[src/rtl/ram_loader_ctrl.sv]
// Loads a 16-byte program image into the SAP-1 RAM over a valid/ready byte stream, then hands the RAM to the CPU.
// Optional read-back checksum verify is compiled in when RAMCTL_VERIFY_EN is defined.
module ram_loader_ctrl (
    input  logic       clk,
    input  logic       rst,
    input  logic       load_start,
    input  logic       in_valid,
    input  logic [7:0] in_data,
    output logic       in_ready,
    input  logic [3:0] cpu_addr,
    input  logic       cpu_n_ce,
    input  logic [7:0] ram_dout,
    output logic [3:0] ram_addr,
    output logic [7:0] ram_din,
    output logic       ram_prog_mode,
    output logic       ram_n_ce,
    output logic       busy,
    output logic       done,
    output logic       error,
    output logic [7:0] checksum
);

    typedef enum logic [2:0] {
        S_IDLE   = 3'd0,
        S_LOAD   = 3'd1,
        S_VERIFY = 3'd2,
        S_RUN    = 3'd3,
        S_ERROR  = 3'd4
    } state_t;

    state_t     state_r;
    logic [3:0] ptr_r;
    logic [7:0] checksum_r;
    logic [3:0] addr_r;
    logic [7:0] din_r;
    logic       prog_r;
    logic       n_ce_r;
    logic       in_ready_r;
    logic       busy_r;
    logic       done_r;
    logic       accept_s;
    logic       cpu_owns_s;

`ifdef RAMCTL_VERIFY_EN
    logic [4:0] v_r;
    logic [7:0] rsum_r;
    logic [7:0] rsum_next_s;
    logic       error_r;

    assign rsum_next_s = rsum_r + ram_dout;
`else
    logic       unused_dout_s;

    assign unused_dout_s = ^ram_dout;
`endif

    assign accept_s = in_valid & in_ready_r;
    // The CPU takes the bus only once the trailing write of the last byte has finished.
    assign cpu_owns_s = (state_r == S_RUN) && !prog_r;

    // Controller state, load pointer, checksum and registered RAM-side outputs.
    always_ff @(posedge clk) begin
        if (rst) begin
            state_r    <= S_IDLE;
            ptr_r      <= 4'd0;
            checksum_r <= 8'd0;
            addr_r     <= 4'd0;
            din_r      <= 8'd0;
            prog_r     <= 1'b0;
            n_ce_r     <= 1'b1;
            in_ready_r <= 1'b0;
            busy_r     <= 1'b0;
            done_r     <= 1'b0;
`ifdef RAMCTL_VERIFY_EN
            v_r        <= 5'd0;
            rsum_r     <= 8'd0;
            error_r    <= 1'b0;
`endif
        end else begin
            prog_r <= 1'b0;
            case (state_r)
                S_IDLE, S_RUN, S_ERROR: begin
                    if (load_start) begin
                        state_r    <= S_LOAD;
                        ptr_r      <= 4'd0;
                        checksum_r <= 8'd0;
                        addr_r     <= 4'd0;
                        n_ce_r     <= 1'b1;
                        in_ready_r <= 1'b1;
                        busy_r     <= 1'b1;
                        done_r     <= 1'b0;
`ifdef RAMCTL_VERIFY_EN
                        error_r    <= 1'b0;
`endif
                    end else begin
                        state_r <= state_r;
                    end
                end
                S_LOAD: begin
                    if (accept_s) begin
                        addr_r     <= ptr_r;
                        din_r      <= in_data;
                        prog_r     <= 1'b1;
                        ptr_r      <= ptr_r + 4'd1;
                        checksum_r <= checksum_r + in_data;
                        if (ptr_r == 4'd15) begin
                            in_ready_r <= 1'b0;
`ifdef RAMCTL_VERIFY_EN
                            state_r    <= S_VERIFY;
                            v_r        <= 5'd0;
                            rsum_r     <= 8'd0;
                            n_ce_r     <= 1'b0;
`else
                            state_r    <= S_RUN;
                            busy_r     <= 1'b0;
                            done_r     <= 1'b1;
`endif
                        end else begin
                            state_r <= S_LOAD;
                        end
                    end else begin
                        state_r <= S_LOAD;
                    end
                end
`ifdef RAMCTL_VERIFY_EN
                S_VERIFY: begin
                    v_r <= v_r + 5'd1;
                    if (v_r <= 5'd15) begin
                        addr_r <= v_r[3:0];
                    end else begin
                        addr_r <= addr_r;
                    end
                    if (v_r >= 5'd2) begin
                        rsum_r <= rsum_next_s;
                    end else begin
                        rsum_r <= rsum_r;
                    end
                    // Final read lands at v=17; compare including that last byte.
                    if (v_r == 5'd17) begin
                        busy_r <= 1'b0;
                        n_ce_r <= 1'b1;
                        addr_r <= 4'd0;
                        if (rsum_next_s == checksum_r) begin
                            state_r <= S_RUN;
                            done_r  <= 1'b1;
                        end else begin
                            state_r <= S_ERROR;
                            error_r <= 1'b1;
                        end
                    end else begin
                        state_r <= S_VERIFY;
                    end
                end
`endif
                default: begin
                    state_r    <= S_IDLE;
                    in_ready_r <= 1'b0;
                    busy_r     <= 1'b0;
                    done_r     <= 1'b0;
                    n_ce_r     <= 1'b1;
                    addr_r     <= 4'd0;
                end
            endcase
        end
    end

    assign in_ready      = in_ready_r;
    assign ram_addr      = cpu_owns_s ? cpu_addr : addr_r;
    assign ram_n_ce      = cpu_owns_s ? cpu_n_ce : n_ce_r;
    assign ram_din       = din_r;
    assign ram_prog_mode = prog_r;
    assign busy          = busy_r;
    assign done          = done_r;
    assign checksum      = checksum_r;
`ifdef RAMCTL_VERIFY_EN
    assign error         = error_r;
`else
    assign error         = 1'b0;
`endif

endmodule

[config.mk]
export PLATFORM = sky130hd
export DESIGN_NAME = ram_loader_ctrl
export DESIGN_NICKNAME = d
export VERILOG_FILES = /design/src/rtl/ram_loader_ctrl.sv
export SDC_FILE = /design/constraint.sdc
export NUM_CORES = 1
export LEC_CHECK = 0
export ABC_CLOCK_PERIOD_IN_PS = 2100
export CORE_ASPECT_RATIO = 0.7
export CORE_MARGIN = 5
export CORE_UTILIZATION = 45
export DETAILED_ROUTE_END_ITERATION = 8
export GPL_TIMING_DRIVEN = 0
export HOLD_SLACK_MARGIN = 0.05
export PLACE_DENSITY = 0.79
export RECOVER_POWER = 100
export REMOVE_ABC_BUFFERS = 1
export SYNTH_ARGS = -nofsm -noshare
export SYNTH_HDL_FRONTEND = slang
export SYNTH_SLANG_ARGS = --single-unit
[constraint.sdc]
create_clock -name clk -period 2.1 [get_ports clk]
set_clock_uncertainty 0.05 [all_clocks]
set_input_delay 0.42 -clock clk [delete_from_list [all_inputs] [get_ports clk]]
set_output_delay 0.42 -clock clk [all_outputs]
set_load 0.01 [all_outputs]
==> parameters.txt, run 1 <==
Parameter                              Value

Run status
  Outcome ... completed

Worst setup path
  Worst-path maximum fanout ... 5
  Number of cells on the worst reg-to-reg path ... 6
  Crit path kind ... flop to output pin
  CP bufs+invs ... 2
  Worst path slowest cell ... dfxtp_2
  Maximum cell stage delay along the critical path ... 0.36 ns
  Cell count along the critical path ... 5
  Startpoint class of the critical path ... flop
  Cell-by-cell listing of the critical path ... ha_1 > nor2b_4 > buf_4 > mux2_2 > buf_2
  Required time at the worst-slack endpoint ... 1.63 ns
  Worst setup EP type ... output pin
  Kind of cell adding the most delay to the critical path ... flip-flops
  Crit path arrival time ... 1.57 ns

Clocking
  Number of buffers added to fix hold violations after cts ... 0
  Clock tree from TritonCTS ... done
  Reg clk slew, reported paths ... 0.06 ns
  Total clock buffers created by CTS ... 5
  CTS sink count ... 29
  H-tree depth ... 2
  Root buffer selected by CTS ... clkbuf_8
  Number of buffers on the longest clock path ... 2
  Insertion delay to the later sink of the worst-skew pair ... 0.28 ns

Detailed routing
  Average wire length per cell after detail routing ... 14.6 um
  Drt pass-1 iters ... 4
  Average via count per standard cell ... 5.43
  Number of antenna-violating nets in the routed design ... 0
  DRC Markers ... 0
  Number of DRC violations after detailed-routing iteration 0 ... 90
  Final wirelength ... 3780 um
  Total number of vias ... 1401

Min path
  Path class of the lowest-slack min-delay path ... flop to flop
  Number of instances on the worst hold path ... 2

Placed design
  Total of buffers placed on input and output ports ... 41
  Final RePlAce weighted congestion ... 0.859
  Sum of net half-perimeters after detailed placement ... 2660 um

Synthesis
  Cells after synthesis ... 175
  Register area share after synthesis ... 38.4%
  Synthesized cell area ... 1510 um^2
  Async set-reset flop share out of synthesis ... 0%
  Netlist cell types ... 38
  Number of flip-flops and latches in the synthesized netlist ... 29
  Area share of the largest cell type after synthesis ... 38.4%
  Most area-consuming cells after synthesis ... dfxtp_1 38%, ha_1 9.1%, nand2_1 7.0%
  Number of enable flip-flop cells after synthesis ... 0
  Synth cell count leaders ... 29 x dfxtp_1, 28 x nand2_1, 20 x a21oi_1
  Total number of yosys warnings ... 0
  Syn_area_per_cell ... 8.63 um^2
  Most used flip-flop cell after synthesis ... dfxtp_1
  Cell taking the most area after synthesis ... dfxtp_1
  Cell with the most instances after synthesis ... dfxtp_1

Timing
  Min Tclk post-route ... 2.04 ns
  Number of pins with negative max-slew slack in the final report ... 0
  Achievable clock frequency ... 0.490 GHz
  Slew margin rel. ... 38.3%
  Worst hold margin ... 0.403 ns
  Total count of hold-check failures in the final report ... 0
  RSZ-0062 raised after global routing ... true
  Count of endpoints failing setup in the final report ... 0
  Period Utilization, post-route ... 97.2%
  Least-Margin Pin Slew ... 0.924 ns

Global routing
  First-pass GRT wire length ... 6220 um
  Via count of the first global-routing pass ... 1332
  Initial antenna violation count ... 0
  Maximum number of pins on one net before global-route repair ... 25
  Overflow left after global routing ... 0
  Global-route usage over all layers ... 17.2%

Layout
  Antenna diode instance count ... 0
  Layout Nets ... 256
  Area delta synth->final ... 42.8%
  Post-layout util ... 67.6%
  Fraction of layout cells with a size suffix above 1 ... 17.3%

Die
  I/O pin count ... 51
  Die Span X ... 79.2 um
  Placement Rows ... 17
  Initial Util ... 47.3%
  Core ar. ... 3190 um^2
  Die outline area ... 4630 um^2
  Die Height ... 58.5 um

Pwr
  Worst vdd rail ir drop ... 342 uV
  Total power per unit cell area ... 587 nW/um^2
  Leak ... 0.857 nW

Flow run
  Count of max-cap constraint violations ... 0
worst reg2reg max path: stages (launching register included):
cell	delay [ns]
dfxtp_2	0.34
inv_1	0.05
ha_1	0.48
nand3_4	0.22
nor3_2	0.38
nand4_1	0.15
a31oi_1	0.18
area by class of cell:
class | instances | area [um^2]
Clock buffer | 7 | 96.3
Clock inverter | 1 | 5.00
Fill cell | 271 | 1030
Inverter | 3 | 11.3
Multi-Input combinational cell | 136 | 987
Sequential cell | 29 | 583
Tap cell | 38 | 47.5
Timing Repair Buffer | 44 | 425
cells in the final DEF, fill, tap and decap left out, types with 2 or more instances in the layout:
| master | count |
|---|---|
| a21oi_1 | 18 |
| a22oi_1 | 7 |
| dlymetal6s2s_1 | 6 |
| ha_1 | 6 |
| and3_1 | 2 |
| nor3_2 | 2 |
| nand2b_1 | 3 |
| clkdlybuf4s50_1 | 29 |
| buf_2 | 2 |
| inv_1 | 3 |
| o21ai_0 | 4 |
| dfxtp_1 | 27 |
| nor2b_4 | 2 |
| mux2_2 | 4 |
| xnor2_1 | 4 |
| nand2_1 | 28 |
| clkbuf_8 | 7 |
| ha_4 | 5 |
| dlygate4sd2_1 | 2 |
| dfxtp_2 | 2 |
| buf_4 | 3 |
| nand4_1 | 2 |
| nand3_1 | 7 |
| xor2_1 | 4 |
| clkbuf_2 | 2 |
| o21ai_1 | 2 |
| nor2_1 | 15 |
where the power goes:
group          internal [mW]  total [mW]  switching [mW]  leakage, nW
logic                 0.0892       0.184          0.0952        0.567
clock network          0.296       0.505           0.209       0.0542
registers              0.562       0.576          0.0143        0.235
metal layers:
metal / part of all wire (%) / GRT usage [%] / wire length (um) / up-vias
li1: - / - / - / 699
met1: 48 / 24.3 / 1830 / 647
met2: 45 / 24.8 / 1680 / 48
met3: 5.7 / 4.59 / 215 / 7
met4: 1.4 / 7.11 / 52 / 0
met5: 0 / 0 / 0 / -
stage by stage:
step / cells / TNS [ns] / setup slack (ns) / instance area [um^2] / total power, mW
2_1_floorplan: 168 / 0 / 0.188 / 1470 / 0.673
3_3_place_gp: 247 / -2.56 / -0.429 / 1930 / 0.751
3_5_place_dp: 247 / -2.81 / -0.401 / 1930 / 0.753
4_1_cts: 258 / 0 / 0.00166 / 2090 / 1.26
5_1_grt: 258 / -0.0207 / -0.0135 / 2160 / 1.32
6_report: 258 / 0 / 0.0583 / 2160 / 1.27
flip-flops by register name (all words and copies together), names as in the netlist:
signal / cells
ram_prog_mode: 1
ram_din: 8
checksum: 8
state_r: 2
ptr_r: 4
done: 1
addr_r: 4
busy: 1
final timing paths:
path | startpoint | end | slack, ns
max | state_r[0] | ram_addr[1] | 0.06
min | ram_din[4] | ram_din[4] | 0.40
max reg2reg | state_r[1] | checksum[7] | 0.18
min reg2reg | ram_din[4] | ram_din[4] | 0.40
logic make-up (layout without fill, tap and decap cells):
logic type               count (synthesis)  count (layout)  share of synthesized area (%)
AND/OR/NAND/NOR                         68              68                           21.3
AO/OA/AOI/OAI                           42              42                           17.8
flip-flops                              29              29                           38.4
adder cells (fa/ha/maj)                 12              12                           10.4
buffers and inverters                   10              55                           3.15
XOR/XNOR                                 8               8                           4.64
multiplexers                             5               5                           3.98
other                                    1               1                          0.248
timing repair:
action,CTS,global route
buffers inserted,3,0
gates cloned,0,0
pin swaps,1,1
hold endpoints to repair,0,0
setup endpoints to repair,12,9
gates resized for setup,23,18
Note: power is estimated with default switching activity, not from simulation.
==> run 2, diff against run 1 <==
--- a/config.mk
+++ b/config.mk
@@ -11,7 +11,7 @@
 export CORE_UTILIZATION = 45
 export DETAILED_ROUTE_END_ITERATION = 8
 export GPL_TIMING_DRIVEN = 0
-export HOLD_SLACK_MARGIN = 0.05
+export HOLD_SLACK_MARGIN = 0.1
 export PLACE_DENSITY = 0.79
 export RECOVER_POWER = 100
 export REMOVE_ABC_BUFFERS = 1
==> results of run 2 <==
No change in the layout: final DEF, timing and power equal those of run 1.
